`config.mk`:
```
export PLATFORM = sky130hd
export DESIGN_NAME = csa_resolve_simd
export DESIGN_NICKNAME = d
export VERILOG_FILES = /design/src/rtl/csa_resolve_simd.sv
export SDC_FILE = /design/constraint.sdc
export NUM_CORES = 2
export LEC_CHECK = 0
export BUFFER_PORTS_ARGS = -buffer_cell sky130_fd_sc_hd__buf_2
export CAP_MARGIN = 20
export CELL_PAD_IN_SITES_DETAIL_PLACEMENT = 1
export CELL_PAD_IN_SITES_GLOBAL_PLACEMENT = 1
export CORE_AREA = 4 4 301 303
export CTS_CLUSTER_DIAMETER = 80
export CTS_CLUSTER_SIZE = 16
export DETAILED_ROUTE_END_ITERATION = 10
export DIE_AREA = 0 0 305 307
export MAX_ROUTING_LAYER = met4
export PLACE_DENSITY = 0.8
export SLEW_MARGIN = 15
export SYNTH_ARGS = -nofsm -noshare
export SYNTH_HDL_FRONTEND = slang
export SYNTH_SLANG_ARGS = --single-unit
```
`constraint.sdc`:
```
create_clock -name clk_i -period 11.9 [get_ports clk_i]
set_clock_uncertainty 0.1 [all_clocks]
set_input_delay 0.595 -clock clk_i [delete_from_list [all_inputs] [get_ports clk_i]]
set_output_delay 0.595 -clock clk_i [all_outputs]
set_load 0.005 [all_outputs]
```
`src/rtl/csa_resolve_simd.sv`:
```
// Resolves a SIMD carry-save pair (ps, sc) into lane-wise binary sums z = ps + (sc << 1),
// one CHUNK_W-bit slice per cycle, with carries confined to 32/64/128/256-bit lanes.
module csa_resolve_simd #(
  parameter int unsigned DATA_W  = 256,
  parameter int unsigned CHUNK_W = 64
) (
  input  logic              clk_i,
  input  logic              rst_n_i,
  input  logic              valid_i,
  output logic              ready_o,
  input  logic [DATA_W-1:0] ps_i,
  input  logic [DATA_W-1:0] sc_i,
  input  logic [2:0]        width_i,  // {is256, is128, is64}; all zero selects 32-bit lanes
  output logic              valid_o,
  input  logic              ready_i,
  output logic [DATA_W-1:0] z_o
);

  localparam int unsigned NCHUNK = DATA_W / CHUNK_W;
  localparam int unsigned NWORD  = CHUNK_W / 32;
  localparam int unsigned NWTOT  = DATA_W / 32;
  localparam int unsigned CntW   = (NCHUNK > 1) ? $clog2(NCHUNK) : 1;

  typedef enum logic [1:0] {StIdle, StAdd, StDone} state_e;

  state_e            state_q;
  logic [DATA_W-1:0] a_q, b_q, z_q;
  logic [CntW-1:0]   cnt_q;
  logic              carry_q;
  logic [1:0]        lg_q;  // log2(lane width / 32)

  logic [1:0]        lg_in;
  logic [DATA_W-1:0] b_in;
  logic [DATA_W-1:0] a_next;
  logic              carry_d;

  // A 32-bit word starts a lane when its word index is a multiple of the lane's word count.
  function automatic logic lane_start(input int unsigned word, input logic [1:0] lg);
    return (word & ((32'd1 << lg) - 32'd1)) == 32'd0;
  endfunction

  always_comb begin
    if (width_i[2])      lg_in = 2'd3;
    else if (width_i[1]) lg_in = 2'd2;
    else if (width_i[0]) lg_in = 2'd1;
    else                 lg_in = 2'd0;
  end

  // Shifted saved-carry with the bit that crossed into each lane's LSB dropped.
  always_comb begin
    b_in = sc_i << 1;
    for (int unsigned k = 0; k < NWTOT; k++) begin
      if (lane_start(k, lg_in)) b_in[k*32] = 1'b0;
    end
  end

  // Chunk adder: NWORD chained 32-bit adders, the first fed from the carry register.
  always_comb begin
    logic          c;
    logic [32:0]   s;
    int unsigned   base;
    base    = 32'(cnt_q) * NWORD;
    a_next  = a_q;
    c       = carry_q;
    s       = '0;
    for (int unsigned i = 0; i < NWORD; i++) begin
      if (lane_start(base + i, lg_q)) c = 1'b0;
      s = {1'b0, a_q[(base+i)*32 +: 32]} + {1'b0, b_q[(base+i)*32 +: 32]} + {32'd0, c};
      a_next[(base+i)*32 +: 32] = s[31:0];
      c = s[32];
    end
    carry_d = c;
  end

  always_ff @(posedge clk_i) begin
    if (!rst_n_i) begin
      state_q <= StIdle;
      a_q     <= '0;
      b_q     <= '0;
      z_q     <= '0;
      cnt_q   <= '0;
      carry_q <= 1'b0;
      lg_q    <= '0;
    end else begin
      unique case (state_q)
        StIdle: begin
          if (valid_i) begin
            a_q     <= ps_i;
            b_q     <= b_in;
            lg_q    <= lg_in;
            cnt_q   <= '0;
            carry_q <= 1'b0;
            state_q <= StAdd;
          end
        end
        StAdd: begin
          // Partial sums accumulate in a_q; z_q only sees the finished result.
          a_q     <= a_next;
          carry_q <= carry_d;
          cnt_q   <= cnt_q + CntW'(1);
          if (cnt_q == CntW'(NCHUNK - 1)) begin
            z_q     <= a_next;
            state_q <= StDone;
          end
        end
        StDone: begin
          if (ready_i) state_q <= StIdle;
        end
        default: state_q <= StIdle;
      endcase
    end
  end

  assign ready_o = (state_q == StIdle);
  assign valid_o = (state_q == StDone);
  assign z_o     = z_q;

endmodule

```
After elaboration in Yosys (flattened, before gate mapping)
Cells that the tools add are included.
{"block": "totals", "in_bits": 519, "mem_bits_ro": 0, "word_cells": 74, "ff_bits": 774, "memories": 0, "mem_bits_rw": 0, "latchBits": 0, "out_inout_bits": 258}
{"block": "op_classes", "n_reduce_logical": 15, "div": 0, "bitwise_logic": 2, "n_shift": 10, "n_addsub": 10, "n_mux": 24, "n_eq_ne": 6, "order_cmp": 0, "multipliers": 0}
{"op": "256-bit bitwise mux", "count": 2}
{"op": "256-bit case mux with 2 select lines", "count": 1}
{"op": "32-bit by 34-bit variable shift with 256-bit output, first input constant", "count": 2}
{"op": "256-bit by 33-bit indexed part select with 32-bit output", "count": 2}
{"op": "256-bit by 9-bit indexed part select with 32-bit output", "count": 2}
{"op": "32-bit by 34-bit indexed part select with 256-bit output", "count": 2}
{"op": "32-bit logical NOT", "count": 9}
{"op": "256-bit 2-to-1 mux", "count": 1}
{"op": "32-bit by 32-bit adder with 33-bit output", "count": 2}
{"op": "33-bit by 1-bit adder with 33-bit output", "count": 2}
{"op": "8-bit negator with 34-bit output", "count": 1}
{"op": "9-bit negator with 34-bit output", "count": 1}
{"op": "3-bit by 32-bit AND with 32-bit output", "count": 1}
{"op": "32-bit AND", "count": 1}
{"op": "1-bit by 2-bit left shift with 32-bit output, first input constant", "count": 1}
{"op": "32-bit by 1-bit subtractor with 32-bit output, second input constant", "count": 1}
{"op": "2-bit 2-to-1 mux", "count": 6}
{"op": "1-bit 2-to-1 mux", "count": 11}
{"op": "2-bit case mux with 3 select lines", "count": 1}
{"op": "2-bit AND reduction", "count": 3}
{"op": "3-bit by 1-bit adder with 4-bit output, second input constant", "count": 1}
{"op": "2-bit equality test, second input constant", "count": 2}
{"op": "2-bit != test, second input constant", "count": 2}
{"op": "2-bit case mux with 2 select lines", "count": 1}
{"op": "other kinds (9)", "count": 9}

Logic depth before layout (Yosys ltp)
{"block": "depth", "word_depth": 11, "mapped_depth": 28, "mapped_depth_nobuf": 25}

Worst setup path after synthesis
No wires, ideal clock.
{"block": "synth_path", "kind": "register to register", "start": "register cnt_q[0]", "end": "register a_q[124]", "setup_ps": 128, "required_ps": 11672, "arrival_ps": 6337, "n_path_buf": 3, "path_stages_with_launch": 29, "period_less_slack_ps": 6565, "slack_ps": 5335, "cell_sequence": "dfxtp_1 > clkbuf_1 > clkbuf_1 > buf_1 > mux2i_1 > nor2_1 > a31oi_1 > fa_1 > fa_1 > nand2b_1 > a21oi_1 > o21a_1 > a21oi_1 > o31ai_2 > and4_1 > o21ai_1 > a21o_1 > a21oi_1 > fa_1 > fa_1 > a21oi_1 > o211ai_1 > a31oi_1 > o21ai_2 > a32oi_2 > o31a_1 > xnor2_2 > a222oi_1 > nor2_1"}
{"block": "synth_between", "elab_chain_len": 9, "word_cells_on_any_way": 24, "cone_classes": "add/sub: 7; shift: 8; mux: 5; bitwise: 2; reduce/logical: 2"}
{"item": "start: declaration", "line": "28", "text": "logic [CntW-1:0] cnt_q;"}
{"item": "start signal: assignment", "line": "100", "text": "cnt_q <= cnt_q + CntW'(1);"}
{"item": "branches (longest 7 deep; another with 32-bit by 32-bit adder with 33-bit output)"}
{"item": "256-bit bitwise mux *", "line": "69", "text": "a_next[(base+i)*32 +: 32] = s[31:0];"}
{"item": "256-bit case mux with 2 select lines *", "line": "85", "text": "unique case (state_q)"}
{"item": "end signal: assignment", "line": "88", "text": "a_q <= ps_i;"}
{"item": "end signal: assignment", "line": "98", "text": "a_q <= a_next;"}
{"item": "end: declaration", "line": "27", "text": "logic [DATA_W-1:0] a_q, b_q, z_q;"}
Mark *: on every way between the ends.
A chain may end at the register's enable or synchronous reset.

Worst setup path after layout
{"block": "layout_path", "start": "register cnt_q[1]", "end": "register a_q[122]"}
The elaborated chain is that of the path after synthesis.

==> tab_implementation.tex <==
\begin{tabular}{lr}
\hline
Metric & Value \\
\hline
\multicolumn{2}{l}{\textbf{Timing}} \\
Transition time of the tightest slew-check pin & 1.216 ns \\
Number of hold violations in the final report & 0 \\
Final number of setup-violating endpoints & 0 \\
Post-Route Hold Slack & 0.06846 ns \\
FMAX & 0.1159 GHz \\
RSZ-0062 raised after global routing & no \\
Max transition margin & 18.61\% \\
Final period util & 72.48\% \\
Max-slew violations & 0 \\
Min Tclk post-route & 8.625 ns \\
Total Negative Setup Slacks & 0 ns \\
\multicolumn{2}{l}{\textbf{Synthesis}} \\
Cell count after synthesis & 4245 \\
Mean instance size in the synthesized netlist & 8.504 um\^{}2 \\
EDFF count, synth & 0 \\
Dominant cell type by area after synthesis & dfxtp\_1 \\
Cell area after synthesis & 36100 um\^{}2 \\
Area share of the leading cell type in the synthesized netlist & 42.92\% \\
Total of flip-flops plus latches after synthesis & 774 \\
Top\_reg\_cell synth & dfxtp\_1 \\
Ranking of synthesized cells by area & dfxtp\_1 (43\%), nand2\_1 (8.7\%), mux4\_2 (7.9\%), a21oi\_1 (7.2\%), a22oi\_1 (4.4\%) \\
Sequential fraction of the synthesis area & 42.92\% \\
Post-synth ARST share & 0\% \\
Number of unique standard cell types used by synthesis & 82 \\
Number of nets produced by synthesis & 4836 \\
Total number of yosys warnings & 0 \\
\multicolumn{2}{l}{\textbf{Floorplan}} \\
Die X-Extent & 305 um \\
Number of placement rows & 109 \\
Height of the die & 307 um \\
Area of the die & 93640 um\^{}2 \\
Number of primary I/O pins & 777 \\
Starting density of the core & 41.04\% \\
Core outline area & 87970 um\^{}2 \\
\multicolumn{2}{l}{\textbf{Critical path}} \\
Worst path buffer plus inverter count & 2 \\
Total number of cells along the worst setup path & 25 \\
Register-to-register path setup slack & 3.27 ns \\
Cell seen most often among critical-path stages & a21oi\_1 \\
Largest stage delay on the critical path & 0.68 ns \\
Capturing element of the worst setup path & a\_q[122] \\
Max Fanout on Critical Path & 107 \\
Cell at the slowest stage of the critical path & dfxtp\_4 \\
Reg2reg end & a\_q[122] \\
Data required time at the worst endpoint & 12.29 ns \\
Worst setup path startpoint & cnt\_q[1] \\
Cells on worst reg2reg path & 25 \\
Critical path start-end classification & reg2reg \\
Arrival time reported for the critical path endpoint & 9.02 ns \\
Cell type group with the largest total delay on the critical path & compound AO/OA/AOI/OAI gates \\
Critical path capture point type & flop \\
Type of origin of the critical path & flop \\
Critical R2R Launch & cnt\_q[1] \\
\multicolumn{2}{l}{\textbf{Clock tree}} \\
Number of resized instances in the post-cts repair step & 0 \\
Count of buffers added by post-CTS timing repair for setup & 0 \\
Master cell of the clock root buffer & clkbuf\_16 \\
Number of clock sinks & 774 \\
Number of buffers created by CTS & 57 \\
Clock slew at reported path FFs & 0.08 ns \\
Largest buffer count on any clock path & 3 \\
CTS tree & yes \\
Insertion delay to the later sink of the worst-skew pair & 0.66 ns \\
Depth of the CTS H-tree & 2 \\
Number of buffers added to fix hold violations after cts & 0 \\
\multicolumn{2}{l}{\textbf{Global route}} \\
Largest net degree at the start of global routing & 244 \\
Initial antenna violation count & 59 \\
Total routing usage reported by global routing & 34.41\% \\
Via count of the first global-routing pass & 36510 \\
First-pass GRT wire length & 240000 um \\
Grt ovf & 0 \\
\multicolumn{2}{l}{\textbf{Final layout}} \\
Area used by multi-input combinational logic & 19120 um\^{}2 \\
Nets & 5356 \\
Final Instance Area & 42370 um\^{}2 \\
Synthesis-to-layout area growth & 17.36\% \\
Storage cell area & 15500 um\^{}2 \\
Top library cells by usage in the layout, fill and taps aside & nand2\_1 (833), buf\_2 (775), dfxtp\_1 (772) \\
Fill count & 10710 \\
Most common cell after layout, fill and taps aside & nand2\_1 \\
Layout cell share with drive strength beyond 1 & 22.55\% \\
\multicolumn{2}{l}{\textbf{Routing}} \\
Antenna Violating Nets Remaining & 0 \\
TritonRoute pass-1 iters & 6 \\
Drt total wl & 165700 um \\
Wire length per cell & 27.63 um \\
DRC violations left & 0 \\
Via Count & 36830 \\
Number of DRC markers after the initial detailed-route iteration & 3751 \\
Routed via count divided by cell count & 6.140 \\
\multicolumn{2}{l}{\textbf{Power and ir drop}} \\
Power per Cell Area & 138.9 nW/um\^{}2 \\
Part of the power in registers & 47.8\% \\
Peak supply drop & 0.09604 mV \\
Net switching power & 0.001875 W \\
Part of the power in the clock network & 32.1\% \\
Combinational Power Share & 20.1\% \\
Internal power & 0.004010 W \\
Switching share of power & 31.86\% \\
Leakage & 17.10 nW \\
\multicolumn{2}{l}{\textbf{Placed design}} \\
Placed Area & 40610 um\^{}2 \\
RePlAce Congestion & 0.9323 \\
Count of buffers inserted at the top-level ports & 775 \\
Final HPWL DP & 116900 um \\
\multicolumn{2}{l}{\textbf{Outcome}} \\
Run status & finished, final reports clean \\
\multicolumn{2}{l}{\textbf{Worst hold path}} \\
Worst hold path class & in2reg \\
\multicolumn{2}{l}{\textbf{Run}} \\
Reported max-cap violation count & 0 \\
\hline
\end{tabular}
==> cells in the mapped netlist (all sizes together) (4+ instances only) <==
cell type and n:
nand3 62, nand2b 15, buf 33, a211oi 110
o21ai 181, a22oi 211, o21a 7, ha 68
clkbuf 333, fa 4, o21bai 16, o31ai 6
nor2 335, o22ai 89, o2bb2ai 17, inv 52
a222oi 25, a2bb2oi 9, and2 9, xor2 26
xnor2 29, a32oi 11, o211a 5, nor3 50
nand4 7, nor4 6, and3 42, nand2 835
or3 6, a22o 4, a21oi 522, a221oi 68
o221ai 6, nor2b 22, a31oi 14, a21o 32
o211ai 31, dfxtp 774, mux4 127
==> state kept, by name, indices dropped and copies added (netlist names) <==
| signal | count |
|---|---|
| z_o | 256 |
| a_q | 256 |
| b_q | 255 |
| cnt_q | 2 |
| state_q | 2 |
| carry_q | 1 |
| lg_q | 2 |
==> power groups by stage <==
stage          Combinational (W)  Sequential, W  Clock [W]
2_1_floorplan           0.000736        0.00283          0
3_3_place_gp             0.00113        0.00286          0
3_5_place_dp             0.00115        0.00287          0
4_1_cts                  0.00116        0.00281    0.00191
5_1_grt                  0.00127        0.00283    0.00200
6_report                 0.00119        0.00281    0.00189
==> worst min-delay path by stage <==
stage                          from  endpoint  slack [ns]  cells after the start
after floorplan            b_q[128]  b_q[128]        0.33                      2
after global placement     z_o[239]  z_o[239]        0.33                      2
after detailed placement   b_q[155]  b_q[155]        0.35                      2
after CTS                 sc_i[174]  b_q[175]        0.03                      3
after global routing      sc_i[120]  b_q[121]        0.05                      3
final                     sc_i[174]  b_q[175]        0.07                      3
==> worst reg2reg max path: stages (launching register included) <==
cell and delay, ns:
dfxtp_4 0.68, buf_12 0.64, mux4_2 0.47, inv_1 0.07, fa_1 0.49, fa_1 0.44, nand2b_1 0.20, a21oi_1 0.19
o21a_1 0.28, a21oi_1 0.13, o31ai_2 0.55, and4_1 0.36, o21ai_1 0.24, a21o_1 0.23, a21oi_1 0.52, fa_1 0.36
fa_1 0.25, a21oi_1 0.12, o211ai_1 0.31, a31oi_1 0.23, o21ai_2 0.32, a32oi_2 0.25, a21oi_1 0.33, o21ai_0 0.28
a32oi_1 0.36, a21oi_1 0.10
==> metrics by stage <==
step	total power [W]	utilization, %	std cells	setup slack (ns)
2_1_floorplan	0.003565	-	4245	5.335
3_3_place_gp	0.003992	46.16	5868	3.527
3_5_place_dp	0.004021	46.17	5869	3.276
4_1_cts	0.005881	47.96	5940	3.228
5_1_grt	0.006096	48.15	5993	2.761
6_report	0.005885	48.16	5999	3.275
==> per-layer routing <==
metal  track usage [%]  wire (um)  up-vias
li1                  -          -    16410
met2             51.95      74010     1926
met3             9.284      17440      351
met4             14.18       7178        0
met5                 -          0        -
met1             43.81      67100    18150
==> final cells by class <==
| cell class | instances | area share, % |
|---|---|---|
| Tap cell | 1165 | 3.441 |
| Clock buffer | 61 | 3.473 |
| Clock inverter | 10 | 0.2481 |
| Timing Repair Buffer | 827 | 10.27 |
| Inverter | 55 | 0.5050 |
| Multi-Input combinational cell | 3050 | 45.13 |
| Sequential cell | 774 | 36.59 |
| Antenna cell | 57 | 0.3367 |
==> kinds of logic (layout without fill, tap and decap cells) <==
family                     Yosys count  after routing  synth area share, %
other                                0             57                    0
adders and majority gates           72             72                2.579
buffers and inverters              421            953                4.395
muxes                              130            130                8.010
xor gates and xnor gates            55             55                1.449
DFF                                774            774                42.92
AOI/OAI and AO/OA                 1394           1394                24.83
and+or+nand+nor                   1399           1399                15.82
(Power assumes the default switching activity.)
